==> src/rtl/proto_pkg.sv <==
// Shared definitions for the instruction sequencer: FSM state encodings
// and the HALT opcode.
package proto_pkg;

  typedef enum logic [2:0] {
    ST_IDLE   = 3'd0,
    ST_FETCH  = 3'd1,
    ST_DECODE = 3'd2,
    ST_EXEC   = 3'd3,
    ST_UPDATE = 3'd4,
    ST_HALTED = 3'd5,
    ST_FAULT  = 3'd6
  } state_t;

  localparam logic [3:0] HALT_OPCODE = 4'hF;

endpackage

==> src/rtl/fetch_watchdog.sv <==
// Counts consecutive FETCH cycles without an acknowledge and flags the
// cycle on which the allowed budget is used up.
module fetch_watchdog #(
  parameter int FETCH_TIMEOUT = 15
) (
  input  logic clk,
  input  logic rst,
  input  logic clear,
  input  logic tick,
  output logic expired
);

  localparam int CW = $clog2(FETCH_TIMEOUT + 1);

  logic [CW-1:0] count;

  always_ff @(posedge clk) begin
    if (rst || clear) begin
      count <= '0;
    end else if (tick) begin
      count <= count + 1'b1;
    end
  end

  // Expires during the last allowed cycle so the FSM leaves FETCH right after it.
  assign expired = tick && (count == CW'(FETCH_TIMEOUT - 1));

endmodule

==> src/rtl/instr_sequencer.sv <==
// Fetch/decode/execute/update sequencer: fetches a word, hands it to the
// datapath, then strobes the PC either to increment or to load a branch target.
module instr_sequencer
  import proto_pkg::*;
#(
  parameter int IW            = 16,
  parameter int AW            = 8,
  parameter int FETCH_TIMEOUT = 15
) (
  input  logic          clk,
  input  logic          rst,
  input  logic          run,
  input  logic          halt_req,
  output logic          imem_req,
  input  logic          imem_ack,
  input  logic [IW-1:0] imem_rdata,
  output logic          exec_start,
  input  logic          exec_done,
  input  logic          branch_taken,
  input  logic [AW-1:0] branch_target,
  output logic          pc_en,
  output logic          pc_overwrite,
  output logic [AW-1:0] pc_o_data,
  output logic [IW-1:0] ir,
  output logic [15:0]   retired,
  output logic [2:0]    state,
  output logic          fault
);

  state_t state_q, next_state;
  logic   br_taken_q;
  logic   halt_flag;
  logic   exec_first;
  logic   wd_expired;

  fetch_watchdog #(
    .FETCH_TIMEOUT(FETCH_TIMEOUT)
  ) u_watchdog (
    .clk     (clk),
    .rst     (rst),
    .clear   (state_q != ST_FETCH),
    .tick    ((state_q == ST_FETCH) && !imem_ack),
    .expired (wd_expired)
  );

  always_comb begin
    next_state = state_q;
    case (state_q)
      ST_IDLE:   if (run) next_state = ST_FETCH;
      ST_FETCH: begin
        if (imem_ack)        next_state = ST_DECODE;
        else if (wd_expired) next_state = ST_FAULT;
      end
      ST_DECODE: begin
        if (ir[IW-1:IW-4] == HALT_OPCODE) next_state = ST_HALTED;
        else                              next_state = ST_EXEC;
      end
      ST_EXEC:   if (exec_done) next_state = ST_UPDATE;
      // A halt request arriving in the UPDATE cycle itself still stops here.
      ST_UPDATE: next_state = (halt_flag || halt_req) ? ST_IDLE : ST_FETCH;
      ST_HALTED: next_state = ST_HALTED;
      ST_FAULT:  next_state = ST_FAULT;
      default:   next_state = ST_IDLE;
    endcase
  end

  always_ff @(posedge clk) begin
    if (rst) begin
      state_q    <= ST_IDLE;
      ir         <= '0;
      retired    <= '0;
      pc_o_data  <= '0;
      br_taken_q <= 1'b0;
      halt_flag  <= 1'b0;
      exec_first <= 1'b0;
      fault      <= 1'b0;
    end else begin
      state_q    <= next_state;
      exec_first <= (state_q == ST_DECODE) && (next_state == ST_EXEC);
      fault      <= (next_state == ST_FAULT);
      if (state_q == ST_FETCH && imem_ack) ir <= imem_rdata;
      if (state_q == ST_EXEC && exec_done) begin
        br_taken_q <= branch_taken;
        pc_o_data  <= branch_target;
      end
      if (state_q == ST_UPDATE) retired <= retired + 16'd1;
      if (state_q == ST_UPDATE) begin
        halt_flag <= 1'b0;
      end else if (halt_req && state_q != ST_IDLE &&
                   state_q != ST_HALTED && state_q != ST_FAULT) begin
        halt_flag <= 1'b1;
      end
    end
  end

  // Strobes come purely from registered state so they never glitch on inputs.
  assign imem_req     = (state_q == ST_FETCH);
  assign exec_start   = (state_q == ST_EXEC) && exec_first;
  assign pc_en        = (state_q == ST_UPDATE) && !br_taken_q;
  assign pc_overwrite = (state_q == ST_UPDATE) &&  br_taken_q;
  assign state        = state_q;

endmodule

==> config.mk <==
export PLATFORM = sky130hd
export DESIGN_NAME = instr_sequencer
export DESIGN_NICKNAME = d
export VERILOG_FILES = /design/src/rtl/proto_pkg.sv /design/src/rtl/fetch_watchdog.sv /design/src/rtl/instr_sequencer.sv
export SDC_FILE = /design/constraint.sdc
export NUM_CORES = 1
export LEC_CHECK = 0
export BUFFER_PORTS_ARGS = -buffer_cell sky130_fd_sc_hd__buf_2
export CORE_UTILIZATION = 52
export CTS_CLUSTER_SIZE = 25
export DETAILED_ROUTE_END_ITERATION = 6
export GPL_TIMING_DRIVEN = 0
export PLACE_DENSITY = 0.83
export SLEW_MARGIN = 15
export SYNTH_ARGS = -nofsm -noshare
export SYNTH_HDL_FRONTEND = slang
export SYNTH_HIERARCHICAL = 1
export SYNTH_SLANG_ARGS = --single-unit
==> constraint.sdc <==
create_clock -name clk -period 3.1 [get_ports clk]
set_input_delay 0.465 -clock clk [delete_from_list [all_inputs] [get_ports clk]]
set_output_delay 0.465 -clock clk [all_outputs]
set_load 0.01 [all_outputs]
## Word-level counts from Yosys, hierarchy flattened

Index checks and enable logic that the tools add are counted.

| operators by class | value |
|---|---|
| add/subtract/negate cells | 2 |
| equality and inequality tests | 13 |
| multiplexer cells | 7 |
| reduce and logical (&&, ||, !) cells | 18 |

Operators by type and width:

| kind | count |
|---|---|
| $pmux W3 S7 | 1 |
| $add A16 B1 Y16 const B | 1 |
| $mux W3 | 5 |
| $eq A3 B3 Y1 const B | 4 |
| $logic_and A1 B1 Y1 | 11 |
| $eq A3 B2 Y1 const B | 3 |
| $eq A4 B4 Y1 const B | 2 |
| $ne A3 B3 Y1 const B | 2 |
| $add A4 B1 Y4 const B | 1 |
| $eq A3 B1 Y1 const B | 1 |
| $logic_not A3 Y1 | 1 |
| $ne A3 B1 Y1 const B | 1 |
| $reduce_bool A3 Y1 | 1 |
| $logic_not A1 Y1 | 2 |
| $logic_or A1 B1 Y1 | 2 |
| $reduce_or A2 Y1 | 1 |
| $mux W1 | 1 |

| storage, ports and cells | value |
|---|---|
| register bits after elaboration | 51 |

## Logic depth before layout (Yosys ltp)

| logic depth | value |
|---|---|
| word-level depth | 8 |
| gate-level depth with buffers | 8 |

## Hierarchy

Netlist, hierarchy kept.

By module, submodules not included:

| module | instances | cells an instance | area each (um2) | seq. area each (um2) |
|---|---|---|---|---|
| instr_sequencer | 1 | 244 | 1,968.1 | 940.9 |
| fetch_watchdog | 1 | 19 | 201.4 | 80.1 |

## Least setup slack after synthesis

Ideal clock, no wire load.

| path | value |
|---|---|
| path type | reg2reg |
| start point | reg state_q[0] (netlist: state[0]) |
| end point | reg exec_first |
| arrival | 1.954 ns |
| required time | 3.040 ns |
| slack | 1.086 ns |
| cell stages (with the launch flop) | 8 |
| path buffers | 0 |
| clock period less this slack | 2.014 ns |
| cells stage by stage | dfxtp_1 > nor3b_2 > inv_1 > nor2_1 > and4_2 > o311ai_1 > a21oi_1 > and3_1 |

| between the ends | value |
|---|---|
| longest elaborated chain between the ends | 8 |
| elaborated cells between the ends (all ways) | 16 |
| those cells by class | eq/ne (7); mux (5); reduce/logical (4) |

RTL lines:

| what | line | RTL |
|---|---|---|
| start: declaration | instr_sequencer.sv:30 | `state_t state_q, next_state;` |
| start signal: assignment | instr_sequencer.sv:78 | `state_q <= next_state;` |
| $eq A3 B1 Y1 | n/a |  |
| via imem_req | instr_sequencer.sv:14 | `output logic imem_req,` |
| $logic_and A1 B1 Y1 | instr_sequencer.sv:42 | `.tick ((state_q == ST_FETCH) && !imem_ack),` |
| $logic_and A1 B1 Y1 | fetch_watchdog.sv:26 | `assign expired = tick && (count == CW'(FETCH_TIMEOUT - 1));` |
| via wd_expired | instr_sequencer.sv:34 | `logic wd_expired;` |
| $mux W3 | instr_sequencer.sv:52 | `else if (wd_expired) next_state = ST_FAULT;` |
| $mux W3 | instr_sequencer.sv:51 | `if (imem_ack) next_state = ST_DECODE;` |
| $pmux W3 S7 | instr_sequencer.sv:48 | `case (state_q)` |
| $eq A3 B2 Y1 | instr_sequencer.sv:79 | `exec_first <= (state_q == ST_DECODE) && (next_state == ST_EXEC);` |
| $logic_and A1 B1 Y1 | instr_sequencer.sv:79 |  |
| end signal: assignment | instr_sequencer.sv:79 |  |
| end: declaration | instr_sequencer.sv:33 | `logic exec_first;` |

The timed path passes the listed nets, and every way through them passes these cells.
A chain may end at the register's enable or synchronous reset.

## Final worst setup path

| path | value |
|---|---|
| start point | reg state_q[1] (netlist: state[1]) |
| end point | reg fault |

| between the ends | value |
|---|---|
| longest elaborated chain between the ends | 7 |
| elaborated cells between the ends (all ways) | 15 |
| those cells by class | eq/ne (7); mux (5); reduce/logical (3) |

RTL lines:

| what | line | RTL |
|---|---|---|
| $eq A3 B1 Y1 | instr_sequencer.sv:42 |  |
| $logic_and A1 B1 Y1 | instr_sequencer.sv:42 |  |
| $logic_and A1 B1 Y1 | fetch_watchdog.sv:26 |  |
| via wd_expired | instr_sequencer.sv:34 |  |
| $mux W3 | instr_sequencer.sv:52 |  |
| $mux W3 | instr_sequencer.sv:51 |  |
| $pmux W3 S7 | instr_sequencer.sv:48 |  |
| $eq A3 B3 Y1 | instr_sequencer.sv:80 | `fault <= (next_state == ST_FAULT);` |
| end signal: assignment | instr_sequencer.sv:80 |  |
| end: declaration | instr_sequencer.sv:27 | `output logic fault` |

The timed path passes the listed nets, and every way through them passes these cells.

==> flow_metrics.tcl <==
set metrics [dict create \
    syn_nets 297 \
    hold_ws_ns 0.392 \
    drt-pass1-iter-count 4 \
    start_kind "flip-flop" \
    syn_area_per_cell_um2 8.25 \
    synth_area_mm2 0.00217 \
    drtIter0Drc 101 \
    hold_start "imem_rdata[6]" \
    synth-main-ff-cell "dfxtp_1" \
    insertion_delay_ns 0.30 \
    hold_viol_final 0 \
    gr-total-overflow 0 \
    synth_seq_cells 51 \
    worst_pin_slew_ns 0.481 \
    worst-setup-path-type "reg2reg" \
    max_slew_margin 0.680 \
    critPathSlowestCell "dfxtp_1" \
    drc 0 \
    start_util 0.542 \
    groute.usage.overall 0.223 \
    regArea_mm2 0.00102 \
    min_path_type "in2reg" \
    num_rows 23 \
    num_vias 2055 \
    cts-root-buf "clkbuf_8" \
    area_growth_pct 24.8 \
    outcome "finished, final reports clean" \
    path_cells "nor3b_2 -> inv_1 -> nor2_1 -> and4_2 -> o311ai_1 -> a21oi_1 -> and3_1" \
    io_buffers 78 \
    power_density_mw_per_mm2 439 \
    period_share 0.708 \
    layout.nets 382 \
    dieHeight_um 66.6 \
    cts_hold_buf 0 \
    final.setup.tns_ns 0 \
    grt_max_degree 16 \
    yosysTopAreaCell "dfxtp_1" \
    required_ns 3.35 \
    finalCriticalPeriod_ns 2.20 \
    drv_cap 0 \
    timing.clock.skew_ns 0.00585 \
    nFillCells 367 \
    finalSetupViolations 0 \
    total_power_mw 1.19 \
    r2r_end "fault" \
    rr_startpoint "state[1]" \
    crit_arrival_ns 2.44 \
    crit_fanout 8 \
    synthDominantCellAreaShare 0.471 \
    worstSetupStartpoint "state[1]" \
    ys_seq_area_frac 0.471 \
    cts_num_sinks 51 \
    grt_pass1_wl_um 7670 \
    die_w_um 66.6 \
    async_flop_share 0 \
    yosysWarnings 6 \
    multi_input_area_mm2 0.00106 \
    reg2reg_depth 7 \
    cts_buffers 5 \
    leakage_nw 1.17 \
    syn_inst 263 \
    cp-end-kind "flip-flop" \
    gp_congestion 0.772 \
    antenna_found_initial 0 \
    io_pins 79 \
    synth_edf_count 0 \
    wl_per_cell_um 11.6 \
    cts_resized 0 \
    ys_types 42 \
    grt_pass1_vias 1788 \
    fmaxAchievable_mhz 456 \
    peakVddDrop_mv 0.299 \
    wirelength_um 4640 \
    synthTopCellsByArea "dfxtp_1 (47%), nand2_1 (10%), a21oi_1 (7.8%), xnor2_1 (3.2%), nor2_1 (2.6%)" \
    die_area_mm2 0.00443 \
    cpPeakStageDelay_ns 0.41 \
    tritoncts "done" \
    drt.antenna.violating_nets 0 \
    drive_above_1_share 0.272 \
    antenna_cells 0 \
    post_cts_buffers 0 \
    clk_pin_slew_ns 0.09 \
    grt_setup_unrepaired "false" \
    rrSetupSlack_ns 0.90 \
    yosysMostFrequentCell "nand2_1" \
    place.detailed.hpwl_um 3420 \
    yosys-top-cells-count "nand2_1 (60), dfxtp_1 (51), a21oi_1 (34), nor2_1 (15), o21ai_0 (9)" \
    cts_buffer_depth 2 \
    drv_slew 0 \
    htreeDepth 2 \
    crit_end "fault" \
    via_per_inst 5.15 \
    coreArea_mm2 0.00400 \
]
[flip-flops by register name, indices dropped and copies added (netlist names)]
name and count:
ir 16, retired 16, pc_o_data 8, u_watchdog/count 4
state 3, br_taken_q 1, exec_first 1, fault 1
halt_flag 1
[critical path, delay by kind of cell (launching register included)]
| kind | cells | cell delay (ns) |
|---|---|---|
| AND/OR/NAND/NOR | 4 | 1.24 |
| flip-flops | 1 | 0.41 |
| AO/OA/AOI/OAI | 2 | 0.31 |
| buffers and inverters | 1 | 0.18 |
[layout by cell type (no fill, tap or decap), types with 2 or more instances in the layout]
master and count:
a21oi_1 34, and2_1 3, and3_1 7, and4_1 2
buf_1 2, buf_2 83, clkbuf_1 8, clkbuf_8 5
dfxtp_1 51, ha_1 3, inv_1 7, nand2_1 60
nand3_1 4, nand4_1 6, nand4b_1 2, nor2_1 15
nor2b_1 3, nor3_1 6, nor4_1 2, o21ai_0 9
or3_1 4, xnor2_1 8, xor2_1 3
[power breakdown]
part           internal, mW  switching, mW  leakage [nW]
Sequential            0.673         0.0136         0.413
Combinational        0.0557         0.0776         0.715
Clock                 0.158          0.211        0.0412
[area by class of cell]
class                   count  share of cell area
plain buffers              14              0.0217
clock buffers               6              0.0268
clock inverters             2             0.00462
inverters                   7             0.00970
multi-input cells         191               0.393
flip-flops and latches     51               0.377
well taps                  50              0.0231
repair buffers             78               0.144
[through the flow]
stage	utilization	cells	area, µm²	setup WS (ns)
detailed placement	0.656	391	2620	0.939
global route	0.677	399	2710	0.635
CTS	0.677	399	2710	0.904
floorplan	-	263	2170	1.09
global placement	0.656	391	2620	0.979
finish	0.677	399	2710	0.905
[worst min-delay path by stage]
| stage | slack [ns] | end | cells past startpoint |
|---|---|---|---|
| finish | 0.39 | ir[6] | 3 |
| CTS | 0.38 | ir[6] | 3 |
| floorplan | 0.45 | br_taken_q | 2 |
| detailed placement | 0.44 | pc_o_data[7] | 2 |
| global route | 0.38 | ir[6] | 3 |
| global placement | 0.44 | ir[8] | 2 |
[logic make-up (layout without fill, tap and decap cells)]
| logic type | Yosys count | count (layout) | share of synthesized area |
|---|---|---|---|
| AOI/OAI and AO/OA | 51 | 51 | 0.131 |
| xor gates and xnor gates | 11 | 11 | 0.0444 |
| adders and majority gates | 3 | 3 | 0.0173 |
| buffers and inverters | 21 | 107 | 0.0392 |
| DFF | 51 | 51 | 0.471 |
| muxes | 2 | 2 | 0.00980 |
| and+or+nand+nor | 124 | 124 | 0.288 |
[routing by layer]
layer | vias up | part of all wire | track usage
li1 | 1069 | - | -
met1 | 924 | 0.46 | 0.270
met5 | - | 0 | 0
met4 | 0 | 0.0022 | 0.0559
met3 | 2 | 0.066 | 0.0753
met2 | 60 | 0.48 | 0.376
Power figures use the tool's default switching activity.
